## config.mk

```make
export PLATFORM = sky130hd
export DESIGN_NAME = mc_ctrl
export DESIGN_NICKNAME = d
export VERILOG_FILES = /design/src/rtl/mc_ctrl_pkg.sv /design/src/rtl/mc_ctrl_decode.sv /design/src/rtl/mc_ctrl.sv
export SDC_FILE = /design/constraint.sdc
export NUM_CORES = 1
export LEC_CHECK = 0
export CAP_MARGIN = 20
export CORE_MARGIN = 1.5
export CORE_UTILIZATION = 25
export CTS_BUF_LIST = sky130_fd_sc_hd__clkbuf_8
export DETAILED_ROUTE_END_ITERATION = 12
export GPL_TIMING_DRIVEN = 0
export PLACE_DENSITY = 0.55
export SLEW_MARGIN = 20
export SYNTH_ARGS = -nofsm -noshare
export SYNTH_HDL_FRONTEND = slang
export SYNTH_SLANG_ARGS = --single-unit
```

## constraint.sdc

```tcl
create_clock -name clk -period 3.04 [get_ports clk]
set_input_delay 0.608 -clock clk [delete_from_list [all_inputs] [get_ports clk]]
set_output_delay 0.608 -clock clk [all_outputs]
set_load 0.02 [all_outputs]
```

## src/rtl/mc_ctrl_pkg.sv

```systemverilog
// Shared definitions for the multicycle controller: FSM states, datapath
// select codes and the opcode/funct constants of the supported subset.
package mc_ctrl_pkg;

  typedef enum logic [2:0] {
    ST_FETCH  = 3'd0,
    ST_DECODE = 3'd1,
    ST_EXEC   = 3'd2,
    ST_MEM    = 3'd3,
    ST_WB     = 3'd4
  } state_t;

  localparam logic [3:0] ALU_ADD = 4'd0;
  localparam logic [3:0] ALU_SUB = 4'd1;
  localparam logic [3:0] ALU_OR  = 4'd2;
  localparam logic [3:0] ALU_LUI = 4'd3;

  localparam logic [1:0] EXT_ZERO = 2'd0;
  localparam logic [1:0] EXT_SIGN = 2'd1;

  localparam logic [2:0] NPC_PC4 = 3'd0;
  localparam logic [2:0] NPC_BEQ = 3'd1;
  localparam logic [2:0] NPC_JAL = 3'd2;
  localparam logic [2:0] NPC_JR  = 3'd3;

  localparam logic SRC_RD2 = 1'b0;
  localparam logic SRC_IMM = 1'b1;

  localparam logic [1:0] DST_RT  = 2'd0;
  localparam logic [1:0] DST_RD  = 2'd1;
  localparam logic [1:0] DST_R31 = 2'd2;

  localparam logic [1:0] WD_ALU = 2'd0;
  localparam logic [1:0] WD_DM  = 2'd1;
  localparam logic [1:0] WD_PC4 = 2'd2;

  localparam logic [5:0] OP_RTYPE = 6'b000000;
  localparam logic [5:0] OP_ORI   = 6'b001101;
  localparam logic [5:0] OP_LUI   = 6'b001111;
  localparam logic [5:0] OP_LW    = 6'b100011;
  localparam logic [5:0] OP_SW    = 6'b101011;
  localparam logic [5:0] OP_BEQ   = 6'b000100;
  localparam logic [5:0] OP_JAL   = 6'b000011;

  localparam logic [5:0] FUNCT_ADD = 6'b100000;
  localparam logic [5:0] FUNCT_SUB = 6'b100010;
  localparam logic [5:0] FUNCT_JR  = 6'b001000;

  // One-hot instruction class; exactly one field is set for any Op/Funct.
  typedef struct packed {
    logic is_add;
    logic is_sub;
    logic is_jr;
    logic is_ori;
    logic is_lui;
    logic is_lw;
    logic is_sw;
    logic is_beq;
    logic is_jal;
    logic is_nop;
  } instr_class_t;

endpackage

```

## src/rtl/mc_ctrl_decode.sv

```systemverilog
// Combinational classifier turning Op/Funct into a one-hot instruction class.
// Anything outside the supported subset is reported as a nop.
module mc_decode
  import mc_ctrl_pkg::*;
(
  input  logic [5:0]   Op,
  input  logic [5:0]   Funct,
  output instr_class_t cls
);

  // Match the opcode first, then the funct field for R-type encodings.
  always_comb begin
    cls = '0;
    case (Op)
      OP_RTYPE: begin
        case (Funct)
          FUNCT_ADD: cls.is_add = 1'b1;
          FUNCT_SUB: cls.is_sub = 1'b1;
          FUNCT_JR:  cls.is_jr  = 1'b1;
          default:   cls.is_nop = 1'b1;
        endcase
      end
      OP_ORI:  cls.is_ori = 1'b1;
      OP_LUI:  cls.is_lui = 1'b1;
      OP_LW:   cls.is_lw  = 1'b1;
      OP_SW:   cls.is_sw  = 1'b1;
      OP_BEQ:  cls.is_beq = 1'b1;
      OP_JAL:  cls.is_jal = 1'b1;
      default: cls.is_nop = 1'b1;
    endcase
  end

endmodule

```

## src/rtl/mc_ctrl.sv

```systemverilog
// Multicycle controller: FETCH/DECODE/EXEC/MEM/WB sequencer producing the
// datapath strobes and selects, plus a retired-instruction counter.
// Optional feature: define MC_CTRL_MEM_WAIT_EN to add the mem_ready input and
// let MEM stall until data memory is ready.
module mc_ctrl
  import mc_ctrl_pkg::*;
#(
  parameter int CNT_W = 32
) (
  input  logic             clk,
  input  logic             reset,
  input  logic [5:0]       Op,
  input  logic [5:0]       Funct,
`ifdef MC_CTRL_MEM_WAIT_EN
  input  logic             mem_ready,
`endif
  output logic             IRWrite,
  output logic             PCWrite,
  output logic             MemWrite,
  output logic             RegWrite,
  output logic [3:0]       ALUOp,
  output logic [1:0]       EXTOp,
  output logic [2:0]       NPCOp,
  output logic             ALUSrc_Sel,
  output logic [1:0]       RegDst_Sel,
  output logic [1:0]       GRFWD_Sel,
  output logic [2:0]       State,
  output logic [CNT_W-1:0] InstrCnt
);

  state_t           state_q;
  state_t           state_d;
  logic [CNT_W-1:0] cnt_q;
  instr_class_t     cls;
  logic             mem_go;

  logic       ir_write;
  logic       pc_write;
  logic       mem_write;
  logic       reg_write;
  logic [3:0] alu_op;
  logic [1:0] ext_op;
  logic [2:0] npc_op;
  logic       alu_src;
  logic [1:0] reg_dst;
  logic [1:0] grf_wd;

  mc_decode u_decode (
    .Op   (Op),
    .Funct(Funct),
    .cls  (cls)
  );

`ifdef MC_CTRL_MEM_WAIT_EN
  assign mem_go = mem_ready;
`else
  assign mem_go = 1'b1;
`endif

  // Next state and all control outputs from the current state and class.
  always_comb begin
    state_d   = ST_FETCH;
    ir_write  = 1'b0;
    pc_write  = 1'b0;
    mem_write = 1'b0;
    reg_write = 1'b0;
    alu_op    = ALU_ADD;
    ext_op    = EXT_ZERO;
    npc_op    = NPC_PC4;
    alu_src   = SRC_RD2;
    reg_dst   = DST_RT;
    grf_wd    = WD_ALU;
    case (state_q)
      ST_FETCH: begin
        ir_write = 1'b1;
        state_d  = ST_DECODE;
      end
      ST_DECODE: begin
        if (cls.is_jr) begin
          pc_write = 1'b1;
          npc_op   = NPC_JR;
        end else if (cls.is_nop) begin
          pc_write = 1'b1;
        end else if (cls.is_jal) begin
          state_d = ST_WB;
        end else begin
          state_d = ST_EXEC;
        end
      end
      ST_EXEC: begin
        state_d = ST_WB;
        if (cls.is_sub) begin
          alu_op = ALU_SUB;
        end
        if (cls.is_ori) begin
          alu_op  = ALU_OR;
          alu_src = SRC_IMM;
        end
        if (cls.is_lui) begin
          alu_op  = ALU_LUI;
          alu_src = SRC_IMM;
        end
        if (cls.is_lw || cls.is_sw) begin
          ext_op  = EXT_SIGN;
          alu_src = SRC_IMM;
          state_d = ST_MEM;
        end
        if (cls.is_beq) begin
          alu_op   = ALU_SUB;
          ext_op   = EXT_SIGN;
          pc_write = 1'b1;
          npc_op   = NPC_BEQ;
          state_d  = ST_FETCH;
        end
      end
      ST_MEM: begin
`ifdef MC_CTRL_MEM_WAIT_EN
        alu_op  = ALU_ADD;
        ext_op  = EXT_SIGN;
        alu_src = SRC_IMM;
`endif
        if (!mem_go) begin
          state_d = ST_MEM;
        end else if (cls.is_sw) begin
          mem_write = 1'b1;
          pc_write  = 1'b1;
        end else begin
          state_d = ST_WB;
        end
      end
      ST_WB: begin
        reg_write = 1'b1;
        pc_write  = 1'b1;
        if (cls.is_add || cls.is_sub) begin
          reg_dst = DST_RD;
        end
        if (cls.is_lw) begin
          grf_wd = WD_DM;
        end
        if (cls.is_jal) begin
          reg_dst = DST_R31;
          grf_wd  = WD_PC4;
          npc_op  = NPC_JAL;
        end
      end
      default: state_d = ST_FETCH;
    endcase
  end

  // State register and retired-instruction counter, cleared by reset.
  always_ff @(posedge clk or negedge reset) begin
    if (!reset) begin
      state_q <= ST_FETCH;
      cnt_q   <= '0;
    end else begin
      state_q <= state_d;
      if (pc_write) begin
        cnt_q <= cnt_q + CNT_W'(1);
      end
    end
  end

  assign IRWrite    = ir_write & reset;
  assign PCWrite    = pc_write & reset;
  assign MemWrite   = mem_write & reset;
  assign RegWrite   = reg_write & reset;
  assign ALUOp      = alu_op;
  assign EXTOp      = ext_op;
  assign NPCOp      = npc_op;
  assign ALUSrc_Sel = alu_src;
  assign RegDst_Sel = reg_dst;
  assign GRFWD_Sel  = grf_wd;
  assign State      = state_q;
  assign InstrCnt   = cnt_q;

endmodule

```

Yosys cells after proc, flatten, opt, wreduce, memory -nomap -nowiden
Cells that the tools add are included.
{"block": "word_totals", "regBits": 35, "in_bits": 14, "output_inout_bits": 53, "wordCells": 75}
{"block": "op_classes", "n_addsub": 1, "n_eq_ne": 13, "n_mux": 49, "bitwise": 4, "n_reduce_logical": 6}
{"cell": "$add 32x1->32 const B", "count": 1}
{"cell": "$mux 1", "count": 26}
{"cell": "$eq 6x6->1 const B", "count": 4}
{"cell": "$mux 3", "count": 7}
{"cell": "$eq 6x4->1 const B", "count": 3}
{"cell": "$mux 2", "count": 8}
{"cell": "$mux 4", "count": 4}
{"cell": "$pmux 3 s4", "count": 1}
{"cell": "$eq 3x2->1 const B", "count": 2}
{"cell": "$eq 6x2->1 const B", "count": 1}
{"cell": "$eq 6x3->1 const B", "count": 1}
{"cell": "$logic_not 6->1", "count": 1}
{"cell": "$pmux 2 s3", "count": 1}
{"cell": "$reduce_or 6->1", "count": 1}
{"cell": "$and 1x1->1", "count": 4}
{"cell": "$pmux 1 s4", "count": 1}
{"cell": "$eq 3x1->1 const B", "count": 1}
{"cell": "$eq 3x3->1 const B", "count": 1}
{"cell": "$logic_not 3->1", "count": 1}
{"cell": "$reduce_or 3->1", "count": 1}
{"cell": "$logic_or 1x1->1", "count": 2}
{"cell": "$pmux 1 s2", "count": 1}

Longest topological paths before layout
Gate-level depths: netlist of the first run.
{"block": "depth", "ltp_word": 8, "mapped_depth": 8, "mapped_depth_nobuf": 6}

By module
From an unflattened synthesis of the first run, not the netlist that was laid out.
{"block": "unflattened", "cells_unflattened": 222, "hier_area_um2": 2043.2}
{"module": "mc_ctrl", "instances": 1, "cells_each": 194, "area_per_inst_um2": 1876.8}
{"module": "mc_decode", "instances": 1, "cells_each": 28, "area_per_inst_um2": 166.4}

Worst setup path before layout of the first run
OpenSTA, ideal clock, no wires.
{"block": "synth_timing", "path_type": "input to output", "startpoint": "input Op[3]", "endpoint": "output PCWrite", "arrival_time_ns": 2.354, "t_required_ns": 2.432, "path_slack_ns": 0.078, "path_stages": 6, "n_path_buf": 1, "cell_sequence": "buf_6 -> or3_4 -> or4_4 -> o221a_4 -> o21ai_2 -> and2_1"}
{"block": "synth_between", "elab_chain_cells": 7, "word_cells_on_any_way": 18, "classes_between": "eq/ne (6); mux (9); bitwise (1); reduce/logical (2)"}
{"element": "start: declaration", "line_no": "mc_ctrl.sv:12", "text": "input logic [5:0] Op,"}
{"element": "$eq 6x4->1 (tied with other cells)", "line_no": "mc_ctrl_decode.sv:14", "text": "case (Op)"}
{"element": "$reduce_or 6->1 (no line)"}
{"element": "$pmux 1 s2", "line_no": "mc_ctrl_decode.sv:14"}
{"element": "$mux 1", "line_no": "mc_ctrl.sv:82", "text": "end else if (cls.is_nop) begin"}
{"element": "$mux 1", "line_no": "mc_ctrl.sv:79", "text": "if (cls.is_jr) begin"}
{"element": "$pmux 1 s4 (*)", "line_no": "mc_ctrl.sv:73", "text": "case (state_q)"}
{"element": "$and 1x1->1 (*)", "line_no": "mc_ctrl.sv:164", "text": "assign PCWrite = pc_write & reset;"}
{"element": "end: declaration", "line_no": "mc_ctrl.sv:18", "text": "output logic PCWrite,"}
Every way passes the cells marked *; elsewhere a longest branch is shown, timed or not.

Worst setup path in the final report of the first run
{"block": "layout_timing", "startpoint": "input Op[2]", "endpoint": "output MemWrite"}
{"block": "layout_between", "elab_chain_cells": 5}
{"element": "$eq 6x6->1", "line_no": "mc_ctrl_decode.sv:14"}
{"element": "$mux 1", "line_no": "mc_ctrl_decode.sv:14"}
{"element": "$mux 1", "line_no": "mc_ctrl.sv:124", "text": "end else if (cls.is_sw) begin"}
{"element": "$mux 1", "line_no": "mc_ctrl.sv:73"}
{"element": "$and 1x1->1", "line_no": "mc_ctrl.sv:165", "text": "assign MemWrite = mem_write & reset;"}
{"element": "end: declaration", "line_no": "mc_ctrl.sv:19", "text": "output logic MemWrite,"}
Every way passes these cells.

==> results.md, run 1 <==
- Status: finished, final reports clean
- Vias in the first global route: 1,811
- Hold_ws: 0.1680 ns
- Xor/xnor share of the synthesized area: 0.1318
- Fin. Hold Viols: 0
- CP Capture Type: output port
- Peak supply drop: 400.8 uV
- Warnings, synthesis: 0
- Number of diodes: 0
- Number of enable flip-flop cells after synthesis: 0
- CTS Buf Count: 5
- Asr flop ratio synth: 1.000
- Final #Nets: 307
- Largest family of logic cells by synthesized area: simple AND/OR/NAND/NOR gates
- Post-Syn Instances: 218
- Placeable Area: 8217 sq um
- Top cells by area, synth: dfrtp_1 41%, xnor2_1 7.8%, xor2_1 5.4%
- Row cnt: 33
- MaxCap Viol Count: 0
- Port Buffer Count: 60
- CP required: 2.43 ns
- Post-synth cell types: 44
- CP max-delay cell: clkdlybuf4s50_1
- FF-to-FF setup slack: 0.35 ns
- DRC errors left: 0
- Cell taking the most area after synthesis: dfrtp_1
- CP Max Fanout: 9
- Post-layout min period: 3.019 ns
- Syn-to-layout area delta: 42.35%
- Register bit total from synthesis: 35
- Max Freq: 331.2 MHz
- FF-to-FF Start: State[1]
- Die Width: 95.24 um
- Worst-skew pair later-pin latency: 0.28 ns
- DRT Wirelength: 5484 um
- Leakage power: 0.001262 uW
- FF-to-FF path depth: 7
- Crit Path Class: in -> out
- Final setup fails: 0
- Reg clk slew, reported paths: 0.07 ns
- Vias: 1,875
- Initial Utilization: 0.2589
- Total grt overflow: 0
- Cell Area, Synth: 2127 sq um
- Worst-Margin Slew: 0.7311 ns
- Share of layout cells above drive strength 1: 0.1336
- Antenna Nets Post-Route: 0
- Sink Count: 35
- PwrDens: 526.2 nW/um^2
- Global-route wire length before repair: 9204 um
- Simple-gate share of the synthesized area: 0.2476
- Slew headroom: 0.5081
- Adder-cell share of the synthesized area: 0.005882
- Clk root buf: clkbuf_8
- Clk_skew: 0.007873 ns
- CP Launch Type: input port
- Pin count of the biggest net entering global routing: 32
- First-pass DRT Iterations: 4
- Final Cycle Share: 0.9932
- GPL Wtd Cong: 0.8058
- I/O Pins: 67
- CTS tree: done
- Post-synthesis average cell area: 9.757 sq um
- Vias per cell: 4.723
- Initial antenna violation count: 0
- Total power: 1593 uW
- Register area share after synthesis: 0.4118
- Die height: 95.24 um
- Final Max Tran Viols: 0
- H-tree levels: 2
- Synth Flop Type: dfrtp_1
- RR Endpoint: InstrCnt[26]
- Gr usage total: 0.1287
- Bufs on Longest Clock Path: 2
- Mux cell area share after synthesis: 0.005294
- Wire length per cell: 13.81 um
- Worst path arrival time: 2.41 ns
- DRT iter0 DRCs: 38
- Yosys top cell area share: 0.4118
- DP Wirelength: 4121 um
- Hold crit path type: in -> async
- Slowest stage delay, CP: 0.62 ns
- CP cell instances: dlygate4sd2_1, nand4b_1, nor4_2, and2_1, clkdlybuf4s50_1
- Hold_buf cts: 0
- Unrepaired setup endpoints after global routing: true
- Synth Area in Compound Gates: 0.1471
- Full die area: 9071 sq um
## cells by family (layout without fill, tap and decap cells)
logic type                 Yosys count  in the layout
and+or+nand+nor                     94             94
AOI/OAI and AO/OA                   36             36
DFF                                 35             35
xor gates and xnor gates            32             32
buffers and inverters               18             89
adders and majority gates            1              1
other                                1              4
muxes                                1              1
## sequential cells by signal, indices dropped and copies added, names as in the netlist
signal    count
State         3
InstrCnt     32
## layout make-up
class | instances | area, sq um
well taps | 105 | 131.4
repair buffers | 64 | 640.6
flip-flops and latches | 35 | 875.8
plain buffers | 15 | 92.59
multi-input cells | 168 | 1189
fillers | 863 | 5189
clock inverters | 1 | 5.005
clock buffers | 6 | 82.58
inverters | 3 | 11.26
## per-stage QoR
step | setup WS (ns) | instance area [sq um] | setup TNS (ns) | instances | util
after floorplan | 0.07762 | 2138 | 0 | 221 | -
after global placement | -1.030 | 2870 | -8.753 | 386 | 0.3493
after detailed placement | -0.9979 | 2885 | -6.052 | 387 | 0.3512
after CTS | -0.06864 | 2984 | -0.1042 | 395 | 0.3632
after global routing | -0.05672 | 3028 | -0.05672 | 397 | 0.3685
final | 0.02064 | 3028 | 0 | 397 | 0.3685
## cell usage after synthesis, types with 2 or more instances
cell type and n:
a21oi_1 6, clkbuf_1 6, dfrtp_1 35, o21ai_0 4
nor2_1 13, buf_4 5, nand2b_1 6, xnor2_1 19
inv_1 3, and4_1 2, and3b_1 2, a2111oi_4 2
and2_1 3, buf_6 2, o211ai_1 6, nand4_1 5
xor2_1 13, nor4_1 5, o2111ai_1 4, nor3_1 7
or3b_2 2, nor4b_1 3, and3_1 7, nand3_1 9
buf_2 2, a211oi_1 8, nand2_1 22
## worst max-delay path, delay by kind of cell
family        cells  cell delay [ns]
simple gates      3             0.86
buf+inv           2             0.94
## repair_timing
item	4_1_cts	5_1_grt
buffers inserted	1	2
pin swaps	1	3
resized for setup	20	8
setup endpoints to repair	12	3
## cell usage in the layout, fill, tap and decap left out, types with 4 or more instances in the layout
cell | synthesis | final
conb_1 | 1 | 4
dlygate4sd2_1 | 0 | 7
dfrtp_1 | 35 | 35
buf_4 | 5 | 8
o21ai_0 | 4 | 4
nand4_1 | 5 | 5
nor3_1 | 7 | 6
xnor2_1 | 19 | 19
xor2_1 | 13 | 13
clkdlybuf4s50_1 | 0 | 46
clkbuf_1 | 6 | 6
clkbuf_8 | 0 | 6
a21oi_1 | 6 | 6
nor2_1 | 13 | 13
o211ai_1 | 6 | 6
nand3_1 | 9 | 9
a211oi_1 | 8 | 7
o2111ai_1 | 4 | 4
nand2_1 | 22 | 22
and3_1 | 7 | 7
nand2b_1 | 6 | 6
## power breakdown
group / total (uW) / internal, uW / switching [uW]
Sequential: 604 / 525 / 79.6
Combinational: 645 / 274 / 371
Clock: 344 / 178 / 167
Total: 1590 / 976 / 617
## per-layer routing
layer	vias up	wire length, um	GRT usage
li1	930	-	-
met2	54	2344	0.1903
met1	887	2836	0.1907
met3	4	278	0.03110
met4	0	25	0.02239
met5	-	0	0
## how the worst max path moves through the flow
stage / from / cells past startpoint / endpoint / slack [ns]
finish: Op[2] / 5 / MemWrite / 0.02
global placement: Op[0] / 7 / PCWrite / -1.03
CTS: Op[0] / 7 / PCWrite / -0.07
global route: Op[2] / 5 / MemWrite / -0.06
floorplan: Op[3] / 6 / PCWrite / 0.08
detailed placement: Op[0] / 7 / PCWrite / -1.0
Power figures use the tool's default switching activity.
==> inputs of run 2 (changes only) <==
--- a/config.mk
+++ b/config.mk
@@ -5,13 +5,13 @@
 export SDC_FILE = /design/constraint.sdc
 export NUM_CORES = 1
 export LEC_CHECK = 0
-export CAP_MARGIN = 20
 export CORE_MARGIN = 1.5
 export CORE_UTILIZATION = 25
 export CTS_BUF_LIST = sky130_fd_sc_hd__clkbuf_8
 export DETAILED_ROUTE_END_ITERATION = 12
 export GPL_TIMING_DRIVEN = 0
 export PLACE_DENSITY = 0.55
+export SKIP_CTS_REPAIR_TIMING = 1
 export SLEW_MARGIN = 20
 export SYNTH_ARGS = -nofsm -noshare
 export SYNTH_HDL_FRONTEND = slang
==> run 2 against run 1 <==
  * The run now ends with negative setup slack left
  * Worst hold slack got worse by 0.0015 ns
  * Global-route usage fell by 0.067 points
  * Final cell count rose by 1.3%
  * Sequential share of layout area fell by 0.60 points
  * Critical endpoint is now PCWrite
  * Largest cell class unchanged
==> results.md, run 2 (synthesis results as in run 1) <==
- Die height: 95.24 um
- Die Width: 95.24 um
- Pin count of the biggest net entering global routing: 32
- Row cnt: 33
- Worst-Margin Slew: 0.7492 ns
- Final setup fails: 1
- Initial antenna violation count: 0
- Clk pwr share: 0.208
- Gr usage total: 0.1281
- Worst-skew pair later-pin latency: 0.28 ns
- CP Capture Type: output port
- Dpl cell area: 2885 sq um
- First-pass DRT Iterations: 4
- Full die area: 9071 sq um
- Worst path depth: 7
- Final setup margin: -0.01303 ns
- Crit. Startpoint: Op[0]
- DRT Wirelength: 5718 um
- Most frequent cells in the layout: 49 x clkdlybuf4s50_1, 35 x dfrtp_1, 22 x nand2_1, 19 x xnor2_1, 13 x xor2_1
- CTS Buf Count: 5
- Unrepaired setup endpoints after global routing: true
- Peak supply drop: 435.8 uV
- CP max-delay cell: or3_4
- Commonest non-fill, non-tap cell in the layout: clkdlybuf4s50_1
- NetSw: 641.9 uW
- Setup TNS: -0.01303 ns
- Total power: 1661 uW
- Sw frac: 0.3863
- CP required: 2.43 ns
- CP Launch Type: input port
- Vias per cell: 4.766
- Number of diodes: 0
- Hold crit path type: in -> async
- Final Cycle Share: 1.004
- Global-route wire length before repair: 9163 um
- Total grt overflow: 0
- Fin cells: 402
- Initial Utilization: 0.2589
- Clk root buf: clkbuf_8
- Power share of the combinational group: 0.429
- Crit Path Class: in -> out
- FF-to-FF Start: State[1]
- FF-to-FF setup slack: 0.33 ns
- Wire length per cell: 14.22 um
- Reg clk slew, reported paths: 0.07 ns
- CP Max Fanout: 7
- Placed Cells: 387
- Final #Nets: 312
- Internal Power: 1020 uW
- CTS tree: done
- Sink Count: 35
- Fin. Hold Viols: 0
- Crit path capture: PCWrite
- Status: finished with violations
- CP cell instances: dlymetal6s2s_1, or3_4, or4_4, o221a_4, o21ai_4, and2_1, clkbuf_2
- Vias in the first global route: 1,812
- CP delay by family, top: simple AND/OR/NAND/NOR gates
- FF-to-FF path depth: 7
- Antenna Nets Post-Route: 0
- Bufs on Longest Clock Path: 2
- Placeable Area: 8217 sq um
- Clk_skew: 0.007921 ns
- RR Endpoint: InstrCnt[26]
- DRC errors left: 0
- Syn-to-layout area delta: 45.35%
- Share of layout cells above drive strength 1: 0.1549
- PwrDens: 537.4 nW/um^2
- H-tree levels: 2
- GPL Wtd Cong: 0.8058
- Failing checks: negative setup slack
- Part of the power in registers: 0.363
- Port Buffer Count: 60
- Slowest stage delay, CP: 0.43 ns
- Post-layout min period: 3.053 ns
- DRT iter0 DRCs: 39
- Max FFs per register: 32
- Worst path arrival time: 2.45 ns
- Place WS: -0.9979 ns
- Max Freq: 327.5 MHz
- Buf+Inv Stages, Crit Path: 2
- Design Area, Final: 3092 sq um
- I/O Pins: 67
- Final Max Tran Viols: 0
- Leakage power: 0.001348 uW
- DP Wirelength: 4121 um
- Vias: 1,916
- Slew headroom: 0.4959
- MaxCap Viol Count: 0
[run 2: changes by cell type in the layout (fill, tap and decap cells not counted), sizes merged]
cell / previous run / this run
dlygate4sd2: 7 / 0
dlymetal6s2s: 2 / 9
buf: 15 / 18
clkdlybuf4s50: 46 / 49
clkdlybuf4s15: 2 / 0
o21ai: 5 / 6
[run 2: final cells by class]
type	count	area (sq um)
tap	105	131.4
sequential	35	875.8
fill	859	5125
clock inverter	1	5.005
multi-input combinational	169	1206
timing repair buffer	68	685.7
clock buffer	6	82.58
buffer	15	93.84
inverter	3	11.26
[run 2: power by group through the flow]
stage | sequential [uW] | combinational (uW) | clock (uW)
after floorplan | 668 | 309 | 0
after global placement | 612 | 607 | 0
after detailed placement | 612 | 612 | 0
after CTS | 605 | 616 | 357
after global routing | 619 | 769 | 378
final | 603 | 712 | 346
[run 2: worst min path at each step]
| stage | startpoint | to | slack (ns) |
|---|---|---|---|
| after floorplan | reset | InstrCnt[0] | 0.31 |
| after global placement | InstrCnt[31] | InstrCnt[31] | 0.46 |
| after detailed placement | InstrCnt[31] | InstrCnt[31] | 0.47 |
| after CTS | reset | InstrCnt[29] | 0.17 |
| after global routing | reset | InstrCnt[30] | 0.18 |
| final | reset | InstrCnt[29] | 0.17 |
[run 2: per-stage QoR]
step,hold WS [ns],util
global route,0.1821,0.3763
floorplan,0.3124,-
global placement,0.4635,0.3493
CTS,0.1692,0.3618
detailed placement,0.4653,0.3512
finish,0.1664,0.3763
[run 2: per-layer routing]
metal	GRT usage	up-vias	routed length, um
met4	0.02239	0	51
met3	0.03110	6	289
li1	-	941	-
met5	0	-	0
met1	0.1882	909	2891
met2	0.1909	60	2485
==> variant, RTL diff (config.mk and constraints of run 2) <==
Make the reset (`reset`) synchronous in one clocked block.
--- a/src/rtl/mc_ctrl.sv
+++ b/src/rtl/mc_ctrl.sv
@@ -150,3 +150,3 @@
   // State register and retired-instruction counter, cleared by reset.
-  always_ff @(posedge clk or negedge reset) begin
+  always_ff @(posedge clk) begin
     if (!reset) begin
Check against the original RTL: differs if reset is asserted again (counterexample within 4 cycles, from zero or initial values and one cycle with reset low); with reset held inactive, the same outputs for 10 cycles.
==> variant against run 2 <==
Final area is 6.8% higher; worst setup slack better by 0.13 ns; maximum frequency is 4.3% higher; sequential share of layout area is 7.1 points lower; sequential cell count is the same; non-clock buffer count down 3; critical path depth unchanged; wire length is 14% higher; area after synthesis grew 12%; critical path type unchanged.
Power is not compared: it rests on default switching activity, and its combinational part moved more than twofold at a synthesized area within 25%.
==> variant: results (changes against run 2) <==
* Status: completed (was finished, violations left)
* DRT iter0 DRCs at 73 (was 39)
* Hpwl dp at 4.76 mm (was 4.12 mm)
* CP arrival at 2.32 ns (was 2.45 ns)
* Most frequent cells after synthesis: nand2_1, dfxtp_1, nand2b_1 (was dfrtp_1, nand2_1, xnor2_1)
* Fill cells at 983 (was 859)
* Setup Skew at 0.00855 ns (was 0.00792 ns)
* Clock buf/inv share at 0.0265 (was 0.0283)
* Main area contributors after synthesis: dfxtp_1, mux2i_1, nand2_1 (was dfrtp_1, xnor2_1, xor2_1)
* Worst min-delay path category: flip-flop to flip-flop (was input pin to asynchronous set/reset pin)
* Async S/R FF share, synth at 0 (was 1.00)
* Least-Margin Pin Slew at 0.846 ns (was 0.749 ns)
* Drt first pass iters at 6 (was 4)
* DR WL/cell at 13.0 um (was 14.2 um)
* Slowest stage delay, CP at 0.59 ns (was 0.43 ns)
* GRT Resource Usage Total at 0.134 (was 0.128)
* Tap Cells at 129 (was 105)
* Synth Instances at 296 (was 218)
* Inverter count at 4 (was 3)
* Placed cell count at 487 (was 387)
* Fraction of area in multi-input gates at 0.481 (was 0.390)
* DRT Wirelength at 6.50 mm (was 5.72 mm)
* Nets at 385 (was 312)
* Slowest stage cell, crit path: or4_4 (was or3_4)
* NonClk Buf Share at 0.227 (was 0.252)
* Sequential element share of the synthesized area at 0.295 (was 0.412)
* GPL Wtd Cong at 0.779 (was 0.806)
* Non-CTS buffers at 80 (was 83)
* Number of I/O port buffers at 59 (was 60)
* Worst slack at placement at -0.738 ns (was -0.998 ns)
* Number of global-route vias before repair at 2269 (was 1812)
[variant: changes by cell type after synthesis, moves of 21 or more]
cell	before	now
dfxtp_1	0	35
dfrtp_1	35	0
nand2b_1	6	30
mux2i_1	0	26
a21oi_1	6	27
nand2_1	22	51
[variant: power by group]
group,internal [W],leakage (nW),switching [W]
combinational,0.0000534,0.887,0.0000777
clock,0.000178,0.0470,0.000180
sequential,0.000462,0.282,0.00000424
[variant: stage by stage]
stage	utilization	hold WS, ns
floorplan	-	0.540
global placement	0.339	0.460
detailed placement	0.339	0.470
CTS	0.349	0.476
global route	0.357	0.495
finish	0.357	0.470
[variant: critical path: cells and delay by family]
kind | cells | cell delay, ns
simple gates | 2 | 0.86
compound gates | 3 | 0.50
buf+inv | 2 | 0.36
[variant: final timing paths]
| kind | from | end | slack (ns) | cells past startpoint |
|---|---|---|---|---|
| max | Op[2] | PCWrite | 0.11 | 7 |
| min | InstrCnt[31] | InstrCnt[31] | 0.47 | 2 |
| max reg2reg | InstrCnt[2] | InstrCnt[25] | 0.53 | 6 |
| min reg2reg | InstrCnt[31] | InstrCnt[31] | 0.47 | 2 |
[variant: kinds of logic (layout without fill, tap and decap cells)]
| logic type | after synthesis | after routing | synth area share |
|---|---|---|---|
| AO/OA/AOI/OAI | 61 | 61 | 0.196 |
| adder cells (fa/ha/maj) | 1 | 1 | 0.00527 |
| buffers and inverters | 20 | 91 | 0.0469 |
| flip-flops | 35 | 35 | 0.295 |
| multiplexers | 27 | 27 | 0.114 |
| other | 1 | 4 | 0.00158 |
| AND/OR/NAND/NOR | 151 | 151 | 0.340 |
[variant: per-layer routing]
metal  part of all wire  track usage  wire, um
met1               0.48        0.184      3130
met2               0.45        0.218      2960
met3              0.059       0.0286       383
met4             0.0054       0.0282        35
met5                  0            0         0
